**config.mk**
```make
export PLATFORM = sky130hd
export DESIGN_NAME = exhaustive_pattern_sweeper_flat
export DESIGN_NICKNAME = d
export VERILOG_FILES = /design/src/rtl/sweep_pkg.sv /design/src/rtl/exhaustive_pattern_sweeper_if.sv /design/src/rtl/sweep_misr.sv /design/src/rtl/exhaustive_pattern_sweeper.sv /design/src/flat_wrapper.sv
export SDC_FILE = /design/constraint.sdc
export NUM_CORES = 1
export LEC_CHECK = 0
export ABC_CLOCK_PERIOD_IN_PS = 3100
export CORE_ASPECT_RATIO = 0.5
export CORE_MARGIN = 2
export CORE_UTILIZATION = 45
export DETAILED_ROUTE_END_ITERATION = 7
export PLACE_DENSITY = 0.74
export SETUP_SLACK_MARGIN = 0.15
export SYNTH_ARGS = -nofsm -noshare
export SYNTH_HDL_FRONTEND = slang
export SYNTH_SLANG_ARGS = --single-unit
```
**constraint.sdc**
```tcl
create_clock -name CK -period 3.1 [get_ports CK]
set_input_delay 0.31 -clock CK [delete_from_list [all_inputs] [get_ports CK]]
set_output_delay 0.31 -clock CK [all_outputs]
set_load 0.01 [all_outputs]
```
**src/rtl/sweep_pkg.sv**
```systemverilog
// rtl/sweep_pkg.sv - shared state encoding and MISR defaults for the pattern sweeper
package sweep_pkg;

    typedef enum logic [1:0] {
        IDLE = 2'd0,
        WAIT = 2'd1,
        EMIT = 2'd2,
        DONE = 2'd3
    } sweep_state_t;

    localparam int          SIG_W_DEFAULT = 16;
    localparam logic [15:0] POLY_DEFAULT  = 16'h1021;

endpackage

```
**src/rtl/exhaustive_pattern_sweeper_if.sv**
```systemverilog
// rtl/exhaustive_pattern_sweeper_if.sv - record stream carrying {pattern, response} to the logger
interface exhaustive_pattern_sweeper_if #(
    parameter int N_IN  = 6,
    parameter int N_OUT = 1
);
    logic             rec_valid;
    logic             rec_ready;
    logic [N_IN-1:0]  rec_pattern;
    logic [N_OUT-1:0] rec_resp;

    modport master (output rec_valid, output rec_pattern, output rec_resp, input rec_ready);
    modport slave  (input rec_valid, input rec_pattern, input rec_resp, output rec_ready);
endinterface

```
**src/rtl/sweep_misr.sv**
```systemverilog
// rtl/sweep_misr.sv - multiple-input signature register, also used by the response checker
module sweep_misr
    import sweep_pkg::*;
#(
    parameter int               SIG_W = SIG_W_DEFAULT,
    parameter logic [SIG_W-1:0] POLY  = SIG_W'(POLY_DEFAULT)
) (
    input  logic             CK,
    input  logic             reset,
    input  logic             clear,
    input  logic             en,
    input  logic [SIG_W-1:0] din,
    output logic [SIG_W-1:0] sig
);

    // Seed to all-ones on reset/clear, otherwise shift-with-feedback and fold in din
    always_ff @(posedge CK or negedge reset) begin
        if (!reset) begin
            sig <= '1;
        end else if (clear) begin
            sig <= '1;
        end else if (en) begin
            sig <= {sig[SIG_W-2:0], 1'b0} ^ (sig[SIG_W-1] ? POLY : '0) ^ din;
        end
    end

endmodule

```
**src/rtl/exhaustive_pattern_sweeper.sv**
```systemverilog
// rtl/exhaustive_pattern_sweeper.sv - drives every input pattern, records responses, builds a signature
module exhaustive_pattern_sweeper
    import sweep_pkg::*;
#(
    parameter int               N_IN   = 6,
    parameter int               N_OUT  = 1,
    parameter int               SETTLE = 1,
    parameter int               SIG_W  = SIG_W_DEFAULT,
    parameter logic [SIG_W-1:0] POLY   = SIG_W'(POLY_DEFAULT)
) (
    input  logic                         CK,
    input  logic                         reset,
    input  logic                         start,
    input  logic                         abort,
    output logic [N_IN-1:0]              pattern_o,
    input  logic [N_OUT-1:0]             resp_i,
    exhaustive_pattern_sweeper_if.master rec,
    output logic                         busy,
    output logic                         done,
    output logic [SIG_W-1:0]             signature
);

    localparam int               CNT_W       = (SETTLE > 1) ? $clog2(SETTLE) : 1;
    localparam logic [CNT_W-1:0] SETTLE_LOAD = CNT_W'(SETTLE - 1);
    localparam logic [N_IN-1:0]  LAST_PAT    = '1;

    sweep_state_t     state;
    sweep_state_t     state_nx;
    logic [CNT_W-1:0] settle_cnt;
    logic [N_IN-1:0]  rec_pattern_q;
    logic [N_OUT-1:0] rec_resp_q;
    logic             sweep_start;
    logic             misr_en;
    logic [SIG_W-1:0] misr_din;

    // abort beats start in IDLE; a record accepted on an abort edge is dropped
    assign sweep_start = (state == IDLE) && start && !abort;
    assign misr_en     = (state == EMIT) && rec.rec_ready && !abort;
    assign misr_din    = SIG_W'({rec_pattern_q, rec_resp_q});

    assign rec.rec_pattern = rec_pattern_q;
    assign rec.rec_resp    = rec_resp_q;

    // State register
    always_ff @(posedge CK or negedge reset) begin
        if (!reset) begin
            state <= IDLE;
        end else begin
            state <= state_nx;
        end
    end

    // Next-state and state-decoded outputs; abort overrides everything
    always_comb begin
        state_nx      = state;
        rec.rec_valid = 1'b0;
        busy          = 1'b0;
        done          = 1'b0;
        case (state)
            IDLE: begin
                if (sweep_start) state_nx = WAIT;
            end
            WAIT: begin
                busy = 1'b1;
                if (settle_cnt == '0) state_nx = EMIT;
            end
            EMIT: begin
                busy          = 1'b1;
                rec.rec_valid = 1'b1;
                if (rec.rec_ready) state_nx = (pattern_o == LAST_PAT) ? DONE : WAIT;
            end
            DONE: begin
                done     = 1'b1;
                state_nx = IDLE;
            end
            default: state_nx = IDLE;
        endcase
        if (abort) state_nx = IDLE;
    end

    // Pattern counter, settle timer and record capture; the sweep stops at all-ones without wrapping
    always_ff @(posedge CK or negedge reset) begin
        if (!reset) begin
            pattern_o     <= '0;
            settle_cnt    <= '0;
            rec_pattern_q <= '0;
            rec_resp_q    <= '0;
        end else if (!abort) begin
            case (state)
                IDLE: begin
                    if (start) begin
                        pattern_o  <= '0;
                        settle_cnt <= SETTLE_LOAD;
                    end
                end
                WAIT: begin
                    if (settle_cnt == '0) begin
                        rec_pattern_q <= pattern_o;
                        rec_resp_q    <= resp_i;
                    end else begin
                        settle_cnt <= settle_cnt - CNT_W'(1);
                    end
                end
                EMIT: begin
                    if (rec.rec_ready && (pattern_o != LAST_PAT)) begin
                        pattern_o  <= pattern_o + N_IN'(1);
                        settle_cnt <= SETTLE_LOAD;
                    end
                end
                default: ;
            endcase
        end
    end

    sweep_misr #(
        .SIG_W (SIG_W),
        .POLY  (POLY)
    ) u_misr (
        .CK    (CK),
        .reset (reset),
        .clear (sweep_start),
        .en    (misr_en),
        .din   (misr_din),
        .sig   (signature)
    );

endmodule

```
**src/flat_wrapper.sv**
```systemverilog
// flat-port wrapper written by rule: the top's interface ports become plain ports
module exhaustive_pattern_sweeper_flat import sweep_pkg::*;
#(
    parameter int               N_IN   = 6,
    parameter int               N_OUT  = 1,
    parameter int               SETTLE = 1,
    parameter int               SIG_W  = SIG_W_DEFAULT,
    parameter logic [SIG_W-1:0] POLY   = SIG_W'(POLY_DEFAULT)
)
  (CK, reset, start, abort, pattern_o, resp_i, busy, done, signature, rec_rec_valid, rec_rec_pattern, rec_rec_resp, rec_rec_ready);
  exhaustive_pattern_sweeper_if #(.N_IN(N_IN), .N_OUT(N_OUT)) rec_i ();
  input  logic CK;
  input  logic reset;
  input  logic start;
  input  logic abort;
  output logic [N_IN-1:0] pattern_o;
  input  logic [N_OUT-1:0] resp_i;
  output logic busy;
  output logic done;
  output logic [SIG_W-1:0] signature;
  output wire logic [$bits(rec_i.rec_valid)-1:0] rec_rec_valid;
  output wire logic [$bits(rec_i.rec_pattern)-1:0] rec_rec_pattern;
  output wire logic [$bits(rec_i.rec_resp)-1:0] rec_rec_resp;
  input wire logic [$bits(rec_i.rec_ready)-1:0] rec_rec_ready;
  assign rec_rec_valid = rec_i.rec_valid;
  assign rec_rec_pattern = rec_i.rec_pattern;
  assign rec_rec_resp = rec_i.rec_resp;
  assign rec_i.rec_ready = rec_rec_ready;
  exhaustive_pattern_sweeper #(.N_IN(N_IN), .N_OUT(N_OUT), .SETTLE(SETTLE), .SIG_W(SIG_W), .POLY(POLY)) u_core (.CK(CK), .reset(reset), .start(start), .abort(abort), .pattern_o(pattern_o), .resp_i(resp_i), .rec(rec_i), .busy(busy), .done(done), .signature(signature));
endmodule
```
Word-level counts from Yosys, hierarchy flattened:

Cells that the tools add are included.

* add/sub/neg operators: 2
* eq/ne operators: 10
* mux-type cells: 19
* bitwise gates (word level): 4
* reduce and logical (&&, ||, !) cells: 15

Operator list (count)
* $mux W16: 2
* $xor A16 B13 Y16: 1
* $xor A16 B7 Y16: 1
* $mux W13: 1
* $mux W6: 2
* $pmux W6 S2: 1
* $mux W2: 5
* $pmux W2 S4: 1
* $reduce_and A4 Y1: 2
* $add A6 B1 Y6 const B: 1
* $eq A6 B6 Y1 const B: 1
* $mux W1: 6
* $ne A3 B3 Y1 const B: 2
* $ne A6 B6 Y1 const B: 1
* $reduce_and A3 Y1: 2
* $logic_and A1 B1 Y1: 5
* $eq A2 B2 Y1 const B: 2
* $ne A2 B2 Y1 const B: 2
* $reduce_bool A2 Y1: 2
* $ne A3 B2 Y1 const B: 1
* $pmux W1 S3: 1
* $reduce_bool A3 Y1: 1
* $eq A2 B1 Y1 const B: 1
* $logic_not A2 Y1: 1
* 4 further kinds: 5

* bits in registers: 32
* bits of input ports: 6
* output and inout port bits: 32
* logic and storage cells: 56

Logic depth before layout (Yosys ltp):

* word-level depth: 6
* gate-level depth with buffers: 8
* depth with buffers taken out: 6

Hierarchy:

A second synthesis with hierarchy kept.

* cell total of the unflattened synthesis: 145
* area, all modules: 1675.4 µm²

By module, submodules not included
* sweep_misr: instances 1, cells each 69, area an instance 855.8 µm², sequential area each 420.4 µm²
* exhaustive_pattern_sweeper: instances 1, cells each 76, area an instance 819.5 µm², sequential area each 375.4 µm²

Worst setup path before layout:

No wires, ideal clock.

* path type: flip-flop to flip-flop
* start: register u_core.state[0]
* end: register u_core.pattern_o[3]
* library setup time: 0.133 ns
* arrival: 1.468 ns
* required time: 2.967 ns
* path slack: 1.499 ns
* stages on the path, launching flop included: 8
* buffers on the path: 1
* period minus slack after synthesis: 1.601 ns
* cell sequence: dfrtp_1 inv_1 ha_1 buf_6 nand2b_1 nand3_1 o31ai_1 o31ai_1

* cells in the longest elaborated chain, start to end: 3
* elaborated cells between the ends (all ways): 7
* classes of those cells: eq/ne (3); mux (1); reduce/logical (3)

Ends and longest elaborated chain
* from (decl): line exhaustive_pattern_sweeper.sv:27 `sweep_state_t state;`
* from (signal assigned): line exhaustive_pattern_sweeper.sv:49 `state <= state_nx;`
* $eq A2 B2 Y1 / $logic_not A2 Y1 (equally long branches): line exhaustive_pattern_sweeper.sv:89 `case (state)`
* $ne A2 B2 Y1 (no line) / $reduce_bool A2 Y1 (equally long branches)
* $reduce_and A4 Y1 (no line)
* to (signal assigned): line exhaustive_pattern_sweeper.sv:106 `pattern_o <= pattern_o + N_IN'(1);`
* to (decl): line exhaustive_pattern_sweeper.sv:15 `output logic [N_IN-1:0] pattern_o,`

Parallel ways exist; a longest one is shown, timed or not.
A chain may end at the register's enable or synchronous reset.

Worst setup path in the final report:

* start: register u_core.state[0]
* end: output rec_rec_valid

* cells in the longest elaborated chain, start to end: 2

Ends and longest elaborated chain
* $eq A2 B2 Y1: line exhaustive_pattern_sweeper.sv:59 `case (state)`
* $mux W1: line exhaustive_pattern_sweeper.sv:59
* to (decl): line flat_wrapper.sv:21 `output wire logic [$bits(rec_i.rec_valid)-1:0] rec_rec_valid;`

No other way between the ends.

==> metrics <==
Final Hold Vio Count 0; post-synth cell types 33; worst path bufs/invs 2; ANT nets after route 0; largest family of logic cells by synthesized area compound AO/OA/AOI/OAI gates; core area 3080 um^2; I/O Pins 38; Reg2Reg Launch Point u_core.state[0]; worst-skew pair later-pin latency 0.28 ns; Reg area 796 um^2; DP HPWL 2.27 mm; H-tree levels 2; placed inst area 1880 um^2; drt initial violations 14; Residual DRC 0; mean area per synthesized cell 11.9 um^2; post-synthesis sequential area ratio 53.3%; Die ar. 3820 um^2; XOR/XNOR Fraction of Synth Area 5.86%; chip width 85.5 um; area occupied by multi-input gates 652 um^2; Setup crit start u_core.state[0]; Initial Util 48.5%; final WL 3.16 mm; Core Util, Final 64.0%; Cell Pwr Density 653 nW/um^2; initial antenna violation count 0; GR Overflow Total 0; TritonCTS clock tree yes; Seq cells post-synth 31; Total GRT Usage 18.5%; Pleak 0.785 nW; Worst Skew 0.00997 ns; DR WL/cell 15.2 um; simple-gate portion of the synthesized area 13.8%; fillcell total 253; DRT Pass-1 Iters 4; EDFF count, synth 0; number of gates resized after CTS 0; root buffer cell clkbuf_8; relative slew slack 58.6%; largest net degree at the start of global routing 19; critical path peak fanout 11; Site Rows 14; setup total negative slack 0 ns; clock slew at reported path FFs 0.07 ns; compound-gate portion of the synthesized area 14.5%; status completed; CP Capture Type primary output; design area 1970 um^2; peak supply drop 336 uV; area of the mapped netlist 1490 um^2; Most used DFF post-synth dfstp_2; multiplexer area fraction after synthesis 5.28%; Synth Area in Adders 4.19%; Worst Max-Slew Pin Slew 0.620 ns; min Tclk post-route 2.19 ns; global placer's final weighted congestion 0.855; CP arrival 1.88 ns; final period utilization 70.7%; commonest non-fill, non-tap cell in the layout clkdlybuf4s50_1; vias per cell 5.22; f_max 456 MHz; post-synthesis cell count 126; most frequent cells in the layout clkdlybuf4s50_1, dfstp_2, dfrtp_1; HP Class in -> async; Worst EP required 2.79 ns; capture point of the worst reg-to-reg path u_core.u_misr.sig[6]; ant diodes 0; crit path max-delay cell type clkdlybuf4s50_1; global-route wire length before repair 5.23 mm; Mapped Nets 137; via count 1086; Post-CTS Setup Repair Bufs 0; Num Clock Sinks 31; Critical Path Start Type flip-flop; die height 44.7 um; fin nets 178; IO buf count 37; Synth-to-Final Area Change 32.2%; CTS Buffer Depth 2; crit-path max cell delay 0.63 ns; worst-case reg-to-reg path depth 5; Crit Path Class reg -> out; RSZ-0062 raised after global routing no; FFs w/ async S/R, synth 100%; number of CTS-inserted buffers 5; Hold Buf Count CTS 0; reg-to-reg setup timing slack 1.27 ns; YS warnings 0; final slew viol count 0; Top Family by Delay on Critical Path buffers and inverters; number of global-route vias before repair 979; max_cap viols 0; worst-path cell chain inv_1 -> ha_1 -> clkdlybuf4s50_1; final setup violation count 0; layout cells sized above 1 23.2%
through the flow:
stage                     worst slack [ns]  hold WS [ns]  total power [W]  std cells
after global placement                1.18         0.501         0.000963        200
after detailed placement              1.12         0.507         0.000972        200
final                                0.909         0.406          0.00129        208
after CTS                            0.896         0.421          0.00130        208
after floorplan                       1.50        0.0144         0.000803        126
after global routing                 0.823         0.466          0.00136        208
synthesized netlist by cell type, types with 3 or more instances:
library cell   n  area (um^2)
buf_6          3         33.8
nand2_1        6         22.5
mux2_2         7         78.8
dfstp_2       16          420
nand2b_1       3         18.8
ha_1           5         62.6
nand3_1        3         15.0
dfrtp_1       15          375
o22a_1         8         70.1
a21oi_1       10         50.1
nor2_1        11         41.3
o21ai_0        5         25.0
xnor2_1        9         78.8
o31ai_1        4         30.0
worst max path at each step:
stage	endpoint	depth (start not counted)
2_1_floorplan	u_core.pattern_o[3]	7
3_3_place_gp	u_core.rec.rec_pattern[0]	3
3_5_place_dp	u_core.rec.rec_pattern[2]	3
4_1_cts	rec_rec_valid	3
5_1_grt	rec_rec_valid	3
6_report	rec_rec_valid	3
cell families (layout without fill, tap and decap cells):
family                     Yosys count  after routing
AOI/OAI and AO/OA                   31             31
xor gates and xnor gates            10             10
adders and majority gates            5              5
buffers and inverters                6             48
DFF                                 31             31
muxes                                7              7
and+or+nand+nor                     36             36
routing by layer:
layer / vias to the layer above / share of wire (%) / global-route usage [%]
li1: 533 / - / -
met1: 527 / 52 / 27.2
met2: 22 / 43 / 26.1
met3: 4 / 3.7 / 6.22
met4: 0 / 0.79 / 5.71
met5: - / 0 / 0
sequential cells by signal, indices dropped and copies added, names as in the netlist:
signal	cells
u_core.rec.rec_resp	1
u_core.state	2
u_core.u_misr.sig	16
u_core.rec.rec_pattern	6
u_core.pattern_o	6
cell type report:
type / count / share of cell area, %
inverter: 2 / 0.380
clock buffer: 7 / 4.37
tap: 40 / 2.53
multi-input combinational: 89 / 33.0
clock inverter: 1 / 0.253
timing repair buffer: 38 / 19.1
sequential: 31 / 40.3
where the power goes:
part | internal [W] | switching, W | leakage (nW)
clock | 0.000179 | 0.000145 | 0.0482
sequential | 0.000478 | 0.0000668 | 0.373
combinational | 0.000222 | 0.000198 | 0.364
Note: power is estimated with default switching activity, not from simulation.
